===== src/rtl/alu_sequencer.sv =====
// alu_sequencer: issue-side controller for the tiny16 ALU.
// Latency: a normal instruction takes 5 cycles (IDLE, READ, ISSUE, EXEC, WB).
//          Illegal and divide-by-zero instructions take 3 (IDLE, READ, WB).
// Backpressure: instr_ready is high only in IDLE, so one instruction is in flight.
// Ports:
//   instr_valid/instr_ready/instr     instruction handshake from decode
//   rf_raddr*/rf_rdata*               register file read (combinational data)
//   alu_opcode/alu_ar/alu_src*        registered ALU inputs
//   alu_out_en/alu_out/alu_flags      ALU result, driven on the negedge of EXEC
//   rf_we/rf_waddr/rf_wdata           register file write-back
//   flags                             architectural flags {O,C,N,Z}
//   done/illegal/div0/busy            retire pulses and status
module alu_sequencer #(
  parameter int DATA_W = 16,
  parameter int RA_W   = 3
) (
  input  logic              clk,
  input  logic              rst,
  input  logic              instr_valid,
  output logic              instr_ready,
  input  logic [15:0]       instr,
  output logic [RA_W-1:0]   rf_raddr1,
  output logic [RA_W-1:0]   rf_raddr2,
  input  logic [DATA_W-1:0] rf_rdata1,
  input  logic [DATA_W-1:0] rf_rdata2,
  output logic [3:0]        alu_opcode,
  output logic              alu_ar,
  output logic [DATA_W-1:0] alu_src1,
  output logic [DATA_W-1:0] alu_src2,
  output logic              alu_out_en,
  input  logic [DATA_W-1:0] alu_out,
  input  logic [3:0]        alu_flags,
  output logic              rf_we,
  output logic [RA_W-1:0]   rf_waddr,
  output logic [DATA_W-1:0] rf_wdata,
  output logic [3:0]        flags,
  output logic              done,
  output logic              illegal,
  output logic              div0,
  output logic              busy
);

  localparam logic [2:0] S_IDLE  = 3'd0;
  localparam logic [2:0] S_READ  = 3'd1;
  localparam logic [2:0] S_ISSUE = 3'd2;
  localparam logic [2:0] S_EXEC  = 3'd3;
  localparam logic [2:0] S_WB    = 3'd4;

  // Which kind of retirement WB performs.
  localparam logic [1:0] P_NORM = 2'd0;
  localparam logic [1:0] P_ILL  = 2'd1;
  localparam logic [1:0] P_DIV0 = 2'd2;

  localparam logic [3:0] OP_DIV = 4'b0110;

  logic [2:0]        state_q, state_d;
  logic [15:0]       ir_q, ir_d;
  logic [3:0]        opc_q, opc_d;
  logic              ar_q, ar_d;
  logic [DATA_W-1:0] src1_q, src1_d;
  logic [DATA_W-1:0] src2_q, src2_d;
  logic [DATA_W-1:0] result_q, result_d;
  logic [3:0]        flags_q, flags_d;
  logic [1:0]        path_q, path_d;

  logic [3:0] ir_op;
  logic       op_legal;

  assign ir_op    = ir_q[15:12];
  assign op_legal = (ir_op >= 4'b0011) && (ir_op <= 4'b1011);

  always_comb begin
    state_d  = state_q;
    ir_d     = ir_q;
    opc_d    = opc_q;
    ar_d     = ar_q;
    src1_d   = src1_q;
    src2_d   = src2_q;
    result_d = result_q;
    flags_d  = flags_q;
    path_d   = path_q;
    case (state_q)
      S_IDLE: begin
        if (instr_valid) begin
          ir_d    = instr;
          state_d = S_READ;
        end
      end
      S_READ: begin
        src1_d = rf_rdata1;
        src2_d = rf_rdata2;
        ar_d   = ir_q[11];
        if (!op_legal) begin
          // Park the ALU on opcode 0 so nothing meaningful is presented.
          opc_d   = 4'b0000;
          path_d  = P_ILL;
          state_d = S_WB;
        end else if (ir_op == OP_DIV && rf_rdata2 == '0) begin
          opc_d    = ir_op;
          path_d   = P_DIV0;
          result_d = {DATA_W{1'b1}};
          state_d  = S_WB;
        end else begin
          opc_d   = ir_op;
          path_d  = P_NORM;
          state_d = S_ISSUE;
        end
      end
      S_ISSUE: state_d = S_EXEC;
      S_EXEC: begin
        // alu_out settled at the negedge inside this cycle.
        result_d = alu_out;
        flags_d  = alu_flags;
        state_d  = S_WB;
      end
      S_WB:    state_d = S_IDLE;
      default: state_d = S_IDLE;
    endcase
  end

  always_ff @(posedge clk) begin
    if (rst) begin
      state_q  <= S_IDLE;
      ir_q     <= '0;
      opc_q    <= '0;
      ar_q     <= 1'b0;
      src1_q   <= '0;
      src2_q   <= '0;
      result_q <= '0;
      flags_q  <= '0;
      path_q   <= P_NORM;
    end else begin
      state_q  <= state_d;
      ir_q     <= ir_d;
      opc_q    <= opc_d;
      ar_q     <= ar_d;
      src1_q   <= src1_d;
      src2_q   <= src2_d;
      result_q <= result_d;
      flags_q  <= flags_d;
      path_q   <= path_d;
    end
  end

  assign instr_ready = (state_q == S_IDLE);
  assign busy        = (state_q != S_IDLE);
  assign rf_raddr1   = (state_q == S_READ) ? ir_q[7:5] : '0;
  assign rf_raddr2   = (state_q == S_READ) ? ir_q[4:2] : '0;
  assign alu_opcode  = opc_q;
  assign alu_ar      = ar_q;
  assign alu_src1    = src1_q;
  assign alu_src2    = src2_q;
  assign alu_out_en  = (state_q == S_EXEC);
  assign done        = (state_q == S_WB);
  assign illegal     = done && (path_q == P_ILL);
  assign div0        = done && (path_q == P_DIV0);
  assign rf_we       = done && (path_q != P_ILL);
  assign rf_waddr    = ir_q[10:8];
  assign rf_wdata    = result_q;
  assign flags       = flags_q;

endmodule


===== config.mk =====
export PLATFORM = sky130hd
export DESIGN_NAME = alu_sequencer
export DESIGN_NICKNAME = d
export VERILOG_FILES = /design/src/rtl/alu_sequencer.sv
export SDC_FILE = /design/constraint.sdc
export NUM_CORES = 1
export LEC_CHECK = 0
export BUFFER_PORTS_ARGS = -buffer_cell sky130_fd_sc_hd__buf_2
export CORE_MARGIN = 3
export CORE_UTILIZATION = 49
export DETAILED_ROUTE_END_ITERATION = 8
export HOLD_SLACK_MARGIN = 0.02
export PLACE_DENSITY = 0.84
export SLEW_MARGIN = 20
export SYNTH_ARGS = -nofsm -noshare
export SYNTH_HDL_FRONTEND = slang
export SYNTH_SLANG_ARGS = --single-unit

===== constraint.sdc =====
create_clock -name clk -period 2 [get_ports clk]
set_clock_uncertainty 0.1 [all_clocks]
set_input_delay 0.2 -clock clk [delete_from_list [all_inputs] [get_ports clk]]
set_output_delay 0.2 -clock clk [all_outputs]
set_load 0.01 [all_outputs]

==> summary.txt <==
Final layout
  • # diodes: 0
  • Layout area overhead: 46.9%
  • Area of the multi-input gates: 1310 µm²
  • Layout cells sized above 1: 33.7%
  • Layout fillers: 394
  • Final Core Density: 76.9%
  • Storage cell area: 1520 µm²
  • Fin nets: 618

Placement
  • DP HPWL: 5610 µm
  • Pre-CTS setup slack: 0.346 ns
  • PortBufs: 141
  • Placer Congestion: 0.799

Floorplanning
  • Initial Util: 52.4%
  • Die H: 84.1 µm
  • Die W: 84.1 µm
  • Die ar.: 7070 µm²
  • Row cnt: 27
  • Ports: 144
  • Core ar.: 5710 µm²

Setup path
  • Worst Path Required: 1.70 ns
  • Crit path cell chain: nor3b_4, buf_8, and2_1, buf_2
  • Worst Path Arrival: 1.60 ns
  • Crit path capture type: output port
  • Worst Path Max Fanout: 30
  • Crit path largest cell delay: 0.44 ns
  • Critical path class: reg2out
  • CP startpoint kind: register
  • Slowest cell on crit path: dfxtp_1

Yosys
  • Syn Nets: 437
  • Cell taking the most area after synthesis: dfxtp_1
  • Top-area cell type share of the netlist area: 50.9%
  • Yosys warns: 0
  • Netlist Area Pre-Place: 2990 µm²
  • Avg Cell Area, Syn: 8.17 µm²
  • Syn Inst Count: 366
  • Unique masters post-synth: 31
  • Synthesized flop and latch total: 76
  • Post-synthesis sequential area ratio: 50.9%
  • Synth area leaders: dfxtp_1, nand2_1, a21oi_1, nor2_1, a211oi_2

STA
  • Setup TNS: 0 ns
  • Fin crit period: 1.90 ns
  • Post-route setup slack: 0.103 ns
  • Final Hold Viols: 0
  • RSZ-0062 raised after global routing: no
  • Max Slew Vio Count: 0
  • Final setup viols: 0
  • Worst slew pin tran: 0.578 ns
  • FMAX: 527 MHz
  • Slew HR: 61.4%
  • Tcrit/Tclk final: 94.9%

Job
  • Total of max-cap violations: 0

Route
  • Detail Route Antenna Nets: 0
  • Post-DR wirelength/cell: 14.9 µm
  • DR DRC count: 0
  • DRT Pass-1 Iters: 4
  • Vias per inst: 5.22
  • Total Wirelength: 9270 µm
  • Vias: 3257
  • Initial DRC Count: 211

Power and ir drop
  • Pwr Density: 712 nW/µm²
  • Leakage: 1.99 nW
  • IR Drop Worst-Case VDD: 0.530 mV

CTS
  • CTS Sinks: 76
  • CTS tree: built
  • CTS Buffer Depth: 2
  • Clock slew at reported path FFs: 0.09 ns
  • Total CTS buffers: 9
  • Worst skew pair latency: 0.34 ns
  • CTS Root Cell: clkbuf_8
  • H-tree Lvls: 3

GRT
  • GRT Residual Overflow: 0
  • First-pass GRT wire length: 14500 µm
  • Initial antenna violation count: 0
  • Vias in the first global route: 3163
  • Gr usage total: 25.0%
  • Pin count of the biggest net entering global routing: 38

Run status
  • Outcome: completed

Hold path
  • Tightest Hold Check Type: in2reg
==> placed cells by master, fill, tap and decap left out, types with 3 or more instances in the layout <==
cell	instances
a211oi_1	7
a211oi_2	11
a21oi_1	56
and2_1	7
and3_1	3
buf_12	3
buf_2	141
buf_4	6
clkbuf_8	9
clkinvlp_4	3
dfxtp_1	76
dlygate4sd3_1	45
inv_1	5
nand2_1	109
nor2_1	39
nor2b_1	3
nor4_1	8
==> worst paths after layout <==
check / start / to / slack [ns] / depth (start not counted)
setup / recovery: state_q[0] / rf_raddr1[0] / 0.10 / 4
hold / removal: rf_rdata2[12] / alu_src2[12] / 0.03 / 3
setup reg to reg: ir_q[14] / rf_wdata[0] / 0.35 / 5
hold reg to reg: alu_src2[0] / alu_src2[0] / 0.35 / 2
==> sequential cells by signal, indices dropped and copies added, names as in the netlist <==
register	count
alu_src2	16
rf_wdata	16
ir_q	14
alu_opcode	4
flags	4
alu_src1	16
state_q	3
path_q	2
alu_ar	1
==> where the power goes <==
| group | internal (W) | switching [W] | total [W] |
|---|---|---|---|
| combinational | 0.000225 | 0.000252 | 0.000477 |
| sequential | 0.00158 | 0.0000451 | 0.00162 |
| clock | 0.000448 | 0.000579 | 0.00103 |
| total | 0.00225 | 0.000876 | 0.00313 |
==> worst max-delay path: cells and delay by family (launching register included) <==
kind,cells,cell delay (ns)
DFF,1,0.44
and+or+nand+nor,2,0.44
buffers and inverters,2,0.38
==> Yosys cell counts <==
cell,n
a31o_2,1
nor3b_2,1
dfxtp_1,76
nor2b_1,3
nand3_1,1
a31oi_1,2
nor4_1,8
nor3_2,1
and2_1,7
a21oi_1,56
a311oi_1,1
and3_1,3
clkbuf_1,8
and3_4,1
buf_1,2
nand3_4,1
nor2_1,39
nand2_1,109
buf_6,2
and2b_4,1
inv_1,5
inv_2,1
a211oi_1,8
nor4b_4,1
nand2_2,1
buf_4,7
buf_2,7
nor3_1,1
a211oi_2,10
nand4_1,1
nand3b_1,1
==> stage by stage <==
step	total power (W)	hold slack, ns	area, µm²	cells
floorplan	0.00187	0.236	2990	366
global placement	0.00204	0.337	3720	560
detailed placement	0.00205	0.345	3720	560
CTS	0.00311	0.0202	4310	618
global route	0.00326	0.0224	4390	624
finish	0.00313	0.0309	4390	624
==> metal layers <==
| layer | global-route usage (%) | routed length (µm) |
|---|---|---|
| met5 | 0 | 0 |
| met4 | 11.0 | 210 |
| met3 | 6.42 | 623 |
| met2 | 45.8 | 4840 |
| met1 | 26.9 | 3590 |
==> cells by family after synthesis <==
| logic type | share of synthesized area [%] |
|---|---|
| AOI/OAI and AO/OA | 16.6 |
| DFF | 50.9 |
| buffers and inverters | 5.69 |
| and+or+nand+nor | 26.8 |
==> final cells by class <==
type | instances | share of cell area (%)
Sequential cell | 76 | 34.7
Timing Repair Buffer | 196 | 29.1
Clock inverter | 6 | 0.940
Tap cell | 72 | 2.05
Clock buffer | 10 | 2.91
Multi-Input combinational cell | 258 | 29.8
Inverter | 6 | 0.570
==> timing repair <==
action | CTS | global route
resized for setup | 0 | 5
setup buffers | 0 | 3
setup endpoints to repair | 0 | 9
hold endpoints to repair | 42 | 3
hold buffers | 42 | 3
(Power assumes the default switching activity.)
